**src/rtl/down_timer_pkg.sv**
```systemverilog
// down_timer_pkg: shared state type and default sizing for the down_timer block
package down_timer_pkg;
   localparam int DEF_WIDTH       = 6;
   localparam int DEF_SYNC_STAGES = 2;
   typedef enum logic [1:0] {IDLE, RUN, EXPIRED} timer_state_t;
endpackage

```
**src/rtl/down_timer_if.sv**
```systemverilog
// down_timer_if: control/status bundle for down_timer
//   enable : decrement qualifier
//   load   : load data as new interval (wins over enable)
//   data   : interval value
//   count  : remaining count (registered)
//   busy   : high while running
//   zero   : count == 0 (combinational)
//   done   : one-cycle expiry pulse
import down_timer_pkg::*;
interface down_timer_if #(parameter int WIDTH = DEF_WIDTH) ();
   logic             enable;
   logic             load;
   logic [WIDTH-1:0] data;
   logic [WIDTH-1:0] count;
   logic             busy;
   logic             zero;
   logic             done;
   modport master (output enable, load, data, input count, busy, zero, done);
   modport slave  (input enable, load, data, output count, busy, zero, done);
endinterface

```
**src/rtl/down_timer_aasd.sv**
```systemverilog
// aasd: asynchronous-assert, synchronous-deassert reset synchronizer
//   i_clk : clock
//   i_rst : raw asynchronous active-high reset
//   o_rst : internal reset, asserts at once, releases after SYNC_STAGES edges
import down_timer_pkg::*;
module aasd #(parameter int SYNC_STAGES = DEF_SYNC_STAGES) (
   input  logic i_clk,
   input  logic i_rst,
   output logic o_rst
);
   logic [SYNC_STAGES-1:0] r_sync;
   // zeros shift in from the bottom; the top flop drives the internal reset
   always_ff @(posedge i_clk or posedge i_rst)
      if (i_rst) r_sync <= '1;
      else       r_sync <= {r_sync[SYNC_STAGES-2:0], 1'b0};
   assign o_rst = r_sync[SYNC_STAGES-1];
endmodule

```
**src/rtl/down_timer.sv**
```systemverilog
// down_timer: loadable down-counting interval timer with Done pulse and Busy/Zero status
//   i_clk : rising-edge clock
//   i_rst : asynchronous active-high reset (released through aasd)
//   bus   : down_timer_if.slave (enable, load, data in; count, busy, zero, done out)
// Optional build macro AUTO_RELOAD_EN: reload the last interval on expiry instead of stopping.
import down_timer_pkg::*;
module down_timer #(
   parameter int WIDTH       = DEF_WIDTH,
   parameter int SYNC_STAGES = DEF_SYNC_STAGES
) (
   input  logic         i_clk,
   input  logic         i_rst,
   down_timer_if.slave  bus
);
   localparam logic [WIDTH-1:0] ONE = WIDTH'(1);
   logic             w_rst;
   logic [WIDTH-1:0] r_count;
   timer_state_t     r_state;
   logic             r_busy;
   logic             r_done;
   aasd #(.SYNC_STAGES(SYNC_STAGES)) u_aasd (.i_clk(i_clk), .i_rst(i_rst), .o_rst(w_rst));
`ifdef AUTO_RELOAD_EN
   logic [WIDTH-1:0] r_reload;
   always_ff @(posedge i_clk or posedge w_rst)
      if (w_rst)          r_reload <= '0;
      else if (bus.load)  r_reload <= bus.data;
`endif
   // RUN only ever holds a nonzero count, so the decrement never underflows
   always_ff @(posedge i_clk or posedge w_rst)
      if (w_rst) begin
         r_count <= '0;
         r_state <= IDLE;
         r_busy  <= 1'b0;
         r_done  <= 1'b0;
      end else begin
         r_done <= 1'b0;
         if (bus.load) begin
            r_count <= bus.data;
            r_state <= (bus.data != '0) ? RUN : IDLE;
            r_busy  <= (bus.data != '0);
         end else if (r_state == RUN && bus.enable) begin
            if (r_count == ONE) begin
               r_done <= 1'b1;
`ifdef AUTO_RELOAD_EN
               r_count <= r_reload;
`else
               r_count <= '0;
               r_state <= EXPIRED;
               r_busy  <= 1'b0;
`endif
            end else begin
               r_count <= r_count - ONE;
            end
         end
      end
   assign bus.count = r_count;
   assign bus.busy  = r_busy;
   assign bus.zero  = (r_count == '0);
   assign bus.done  = r_done;
endmodule

```
**src/flat_wrapper.sv**
```systemverilog
// flat-port wrapper written by rule: the top's interface ports become plain ports
module down_timer_flat 
#(
   parameter int WIDTH       = DEF_WIDTH,
   parameter int SYNC_STAGES = DEF_SYNC_STAGES
)
  (i_clk, i_rst, bus_enable, bus_load, bus_data, bus_count, bus_busy, bus_zero, bus_done);
  down_timer_if #(.WIDTH(WIDTH)) bus_i ();
  input  logic i_clk;
  input  logic i_rst;
  input wire logic [$bits(bus_i.enable)-1:0] bus_enable;
  input wire logic [$bits(bus_i.load)-1:0] bus_load;
  input wire logic [$bits(bus_i.data)-1:0] bus_data;
  output wire logic [$bits(bus_i.count)-1:0] bus_count;
  output wire logic [$bits(bus_i.busy)-1:0] bus_busy;
  output wire logic [$bits(bus_i.zero)-1:0] bus_zero;
  output wire logic [$bits(bus_i.done)-1:0] bus_done;
  assign bus_i.enable = bus_enable;
  assign bus_i.load = bus_load;
  assign bus_i.data = bus_data;
  assign bus_count = bus_i.count;
  assign bus_busy = bus_i.busy;
  assign bus_zero = bus_i.zero;
  assign bus_done = bus_i.done;
  down_timer #(.WIDTH(WIDTH), .SYNC_STAGES(SYNC_STAGES)) u_core (.i_clk(i_clk), .i_rst(i_rst), .bus(bus_i));
endmodule
```
**config.mk**
```make
export PLATFORM = sky130hd
export DESIGN_NAME = down_timer_flat
export DESIGN_NICKNAME = d
export VERILOG_FILES = /design/src/rtl/down_timer_pkg.sv /design/src/rtl/down_timer_if.sv /design/src/rtl/down_timer_aasd.sv /design/src/rtl/down_timer.sv /design/src/flat_wrapper.sv
export SDC_FILE = /design/constraint.sdc
export NUM_CORES = 1
export LEC_CHECK = 0
export CAP_MARGIN = 20
export CELL_PAD_IN_SITES_DETAIL_PLACEMENT = 1
export CELL_PAD_IN_SITES_GLOBAL_PLACEMENT = 1
export CORE_MARGIN = 2
export CORE_UTILIZATION = 29
export DETAILED_ROUTE_END_ITERATION = 8
export PLACE_DENSITY = 0.71
export RECOVER_POWER = 50
export SYNTH_ARGS = -nofsm -noshare
export SYNTH_HDL_FRONTEND = slang
export SYNTH_SLANG_ARGS = --single-unit
```
**constraint.sdc**
```tcl
create_clock -name i_clk -period 1.35 [get_ports i_clk]
set_clock_uncertainty 0.05 [all_clocks]
set_input_delay 0.27 -clock i_clk [delete_from_list [all_inputs] [get_ports i_clk]]
set_output_delay 0.27 -clock i_clk [all_outputs]
set_load 0.005 [all_outputs]
```
== After elaboration in Yosys (flattened, before gate mapping) ==
Cells that the tools add are included.
Word-level totals
  flip-flop bits (word level): 12
  input bits: 10
  output and inout bits: 9
  word-level logic and storage cells: 27
Operators by class
  add/subtract/negate cells: 1
  equality and inequality tests: 2
  muxes and demuxes: 13
  reduce and logical (&&, ||, !) cells: 6
Operators with widths (number)
  6-bit two-way mux: 3
  1-bit two-way mux: 7
  6-bit by 1-bit equality test with 1-bit output (second input constant): 1
  6-bit logical NOT: 1
  2-bit two-way mux: 3
  6-bit nonzero test: 1
  6-bit by 1-bit subtractor with 6-bit output (second input constant): 1
  2-bit nonzero test: 2
  2-bit by 1-bit equality test with 1-bit output (second input constant): 1
  2-bit AND reduction: 1
  1-bit logical AND: 1

== Longest topological paths before layout ==
  depth after elaboration: 4
  gate-level depth with buffers: 5
  gate-level depth less buffers: 5

== By module ==
A second synthesis with hierarchy kept.
Second synthesis, totals
  cell total of the unflattened synthesis: 63
  area total of the unflattened synthesis: 613.1 µm²
By module, submodules not included
  down_timer: times used 1, cells an instance 59, area each 553.0 µm², sequential area each 225.2 µm²
  aasd: times used 1, cells an instance 4, area each 60.1 µm², sequential area each 52.6 µm²

== Least setup slack after synthesis ==
No wires, ideal clock.
  kind: reg2reg
  start point: register u_core.r_count[3] (netlist: u_core.bus.count[3])
  end point: register u_core.r_count[5] (netlist: u_core.bus.count[5])
  library setup time: 82 ps
  arrival time: 1528 ps
  required time: 1218 ps
  setup slack: -310 ps
  cell stages (with the launch flop): 4
  path buffers: 0
  period minus slack after synthesis: 1660 ps
  cells stage by stage: dfrtp_1 or4_1 or4_1 a31oi_1
On the way
  longest elaborated chain between the ends: 4
  elaborated cells on any way between the ends: 5
  those cells by class: add/sub (1); eq/ne (1); mux (3)
Ends and longest elaborated chain
  start, declared: line down_timer.sv:17  | logic [WIDTH-1:0] r_count;
  start signal, assigned: line down_timer.sv:38  | r_count <= bus.data;
  start signal, assigned: line down_timer.sv:52  | r_count <= r_count - ONE;
  6-bit by 1-bit subtractor with 6-bit output / 6-bit by 1-bit equality test with 1-bit output (equally long branches): line down_timer.sv:52, down_timer.sv:42
  6-bit two-way mux (*): line down_timer.sv:42  | if (r_count == ONE) begin
  6-bit two-way mux (*): line down_timer.sv:41  | end else if (r_state == RUN && bus.enable) begin
  6-bit two-way mux (*): line down_timer.sv:37  | if (bus.load) begin
Every way passes the cells marked *; elsewhere a longest branch is shown, timed or not. The select of a mux whose other input is x is not followed.
A chain may end at the register's enable or synchronous reset.

== Final worst setup path ==
Same ends and word-level chain as after synthesis.

==> run metrics <==
Area contributors post-synth=dfrtp_1 37%, dfstp_2 8.7%, inv_1 4.4%, ha_1 4.2%, nor2_1 3.7%; Leakage=0.540 nW; num rows=16; cts bufs inserted=3; WP buf/inv=0; largest net degree at the start of global routing=10; vias in the first global route=770; share of cells above drive strength 1=0.552; post-detailed-routing wire length=2460 um; r2r endpoint=u_core.bus.count[5]; num ports=19; status=complete, but fails checks; Mapped Cells=62; Setup crit end kind=flop; post-route core utilization=0.615; final hold viol count=0; PwrDens=866 nW/um2; crit-path max cell delay=560 ps; Max clock buf depth=2; Crit Path Max Fanout=4; Yosys warnings=0; CTS clk-pin slew, worst paths=80 ps; Final WS setup=-328 ps; Placement Cell Area=973 um2; DR pass1 iterations=4; number of synthesized flops with an enable pin=0; top flip-flop cell by instance count after synthesis=dfrtp_1; Detail Route Antenna Nets=0; Layout Nets=129; startpoint types=flop; top-area cell type share of the netlist area=0.374; r2r startpoint=u_core.bus.count[3]; area leader, netlist=dfrtp_1; via count=698; Routed WL per cell=17.2 um; VDD IR max=544 uV; antenna cells=0; DR vias/cell=4.88; chip width=49.6 um; synth unique cells=29; # DRC=0; part of the Yosys area used for sequential elements=0.462; grt ovf=0; critical path depth=3; CP delay by family, top=simple AND/OR/NAND/NOR gates; synthesis-to-layout area growth=100%; worst path required time=1500 ps; CTS tree=yes; RePlAce Congestion=0.791; RSZ-0062 raised after global routing=true; post-layout minimum cycle time=1680 ps; port bufs=18; Worst Reg2Reg Path Length in Cells=3; slowest stage cell on the critical path=or4_4; Setup CP Type=reg -> reg; failing checks=setup timing; Yosys reg bits=11; DR iter-0 viols=9; syn avg cell area=9.71 um2; Slew Limit Fails=0; cell area after layout=1210 um2; Mapped Nets=74; Async S/R FF share, synth=1.00; total track usage=0.210; die area=2460 um2; R2R Setup Slk=-330 ps; Root Buffer=clkbuf_4; Setup-failing EPs final=11; initial antenna violation count=0; critical-path cell list=or4_4, or4_1, a31oi_1; critical path startpoint=u_core.bus.count[3]; clock sink count=11; synthesized cell area=602 um2; crit path to=u_core.bus.count[5]; fmax=0.596 GHz; first-pass GRT wire length=3800 um; Starting Density=0.307; clk_lat worst skew=270 ps; core area=1960 um2; max-cap violations=0; Worst Path Arrival=1830 ps; H-tree depth=1; # hold bufs at CTS=0; DP Wirelength=1440 um; Die Span Y=49.6 um; Worst Hold Class=reg -> async; final worst-path cycle share=1.24
[logic make-up (layout without fill, tap and decap cells)]
| logic type | count (synthesis) | in the layout | share of synthesized area |
|---|---|---|---|
| other cells | 1 | 1 | 0.00623 |
| fa+ha+maj | 2 | 2 | 0.0416 |
| flops | 11 | 11 | 0.462 |
| simple gates | 24 | 24 | 0.249 |
| compound gates | 14 | 14 | 0.156 |
| mux | 2 | 2 | 0.0353 |
| buf+inv | 8 | 62 | 0.0499 |
[cell usage in the layout (no fill, tap or decap), types with 2 or more instances in the layout]
master and n:
a21oi_1 2, a31oi_1 3, buf_2 2, buf_4 20
buf_6 16, clkbuf_2 2, clkbuf_4 3, clkdlybuf4s50_1 7
dfrtp_1 6, dfrtp_2 3, dfstp_2 2, dlygate4sd2_1 2
ha_4 2, inv_1 5, inv_2 2, nand3b_1 2
nor2_1 6, nor2b_1 2, o21ai_0 3, or4_1 2
[final cells by class]
class                           count  area (um2)
Fill cell                         228         756
Sequential cell                    11         282
Clock inverter                      1        5.00
Tap cell                           27        33.8
Clock buffer                        3        22.5
Inverter                            7        26.3
Timing Repair Buffer               51         460
Multi-Input combinational cell     43         377
[Yosys cell counts, types with 2 or more instances]
library cell and number:
dfrtp_1 9, nand3b_1 2, nor4b_1 2, nor4_1 2
a31oi_1 3, nor2_1 6, dfstp_2 2, o21ai_0 3
nor2b_1 2, ha_1 2, inv_1 7, a21oi_1 3
or4_1 3
[per-layer routing]
metal  share of wire  global-route usage
met1            0.37               0.224
met2            0.58               0.393
met3           0.028              0.0636
met4           0.017              0.0602
met5               0                   0
[stage by stage]
| stage | std cells | setup WS [ps] | hold slack (ps) | TNS (ps) | power [W] |
|---|---|---|---|---|---|
| final | 143 | -328 | 180 | -1340 | 0.00104 |
| after global routing | 143 | -361 | 231 | -2020 | 0.00111 |
| after CTS | 137 | -328 | 198 | -1680 | 0.000997 |
| after detailed placement | 125 | -412 | 190 | -3250 | 0.000673 |
| after global placement | 125 | -359 | 176 | -3020 | 0.000665 |
| after floorplan | 62 | -253 | 121 | -501 | 0.000491 |
[worst min-delay path by stage]
| stage | from | endpoint | slack, ps | cells after the start |
|---|---|---|---|---|
| 5_1_grt | u_core.u_aasd.r_sync[1] | u_core.bus.count[2] | 230 | 1 |
| 6_report | u_core.u_aasd.r_sync[1] | u_core.bus.count[2] | 180 | 1 |
| 2_1_floorplan | u_core.u_aasd.r_sync[1] | u_core.bus.busy | 120 | 1 |
| 4_1_cts | u_core.u_aasd.r_sync[1] | u_core.bus.count[1] | 200 | 1 |
| 3_3_place_gp | u_core.u_aasd.r_sync[1] | u_core.bus.count[0] | 180 | 1 |
| 3_5_place_dp | u_core.u_aasd.r_sync[1] | u_core.bus.count[1] | 190 | 1 |
[registers in the layout (all words and copies together), names as in the netlist]
register / count
u_core.u_aasd.r_sync: 2
u_core.bus.done: 1
u_core.bus.busy: 1
u_core.r_state: 1
u_core.bus.count: 6
[power by group]
part	internal [W]	switching [W]
combinational	0.000257	0.000171
clock	0.000110	0.000120
sequential	0.000360	0.0000280
[repair_timing]
| action | 4_1_cts | 5_1_grt |
|---|---|---|
| setup endpoints to repair | 18 | 17 |
| resized for setup | 45 | 17 |
| setup buffers | 10 | 8 |
| pin swaps | 8 | 0 |
Power figures use the tool's default switching activity.
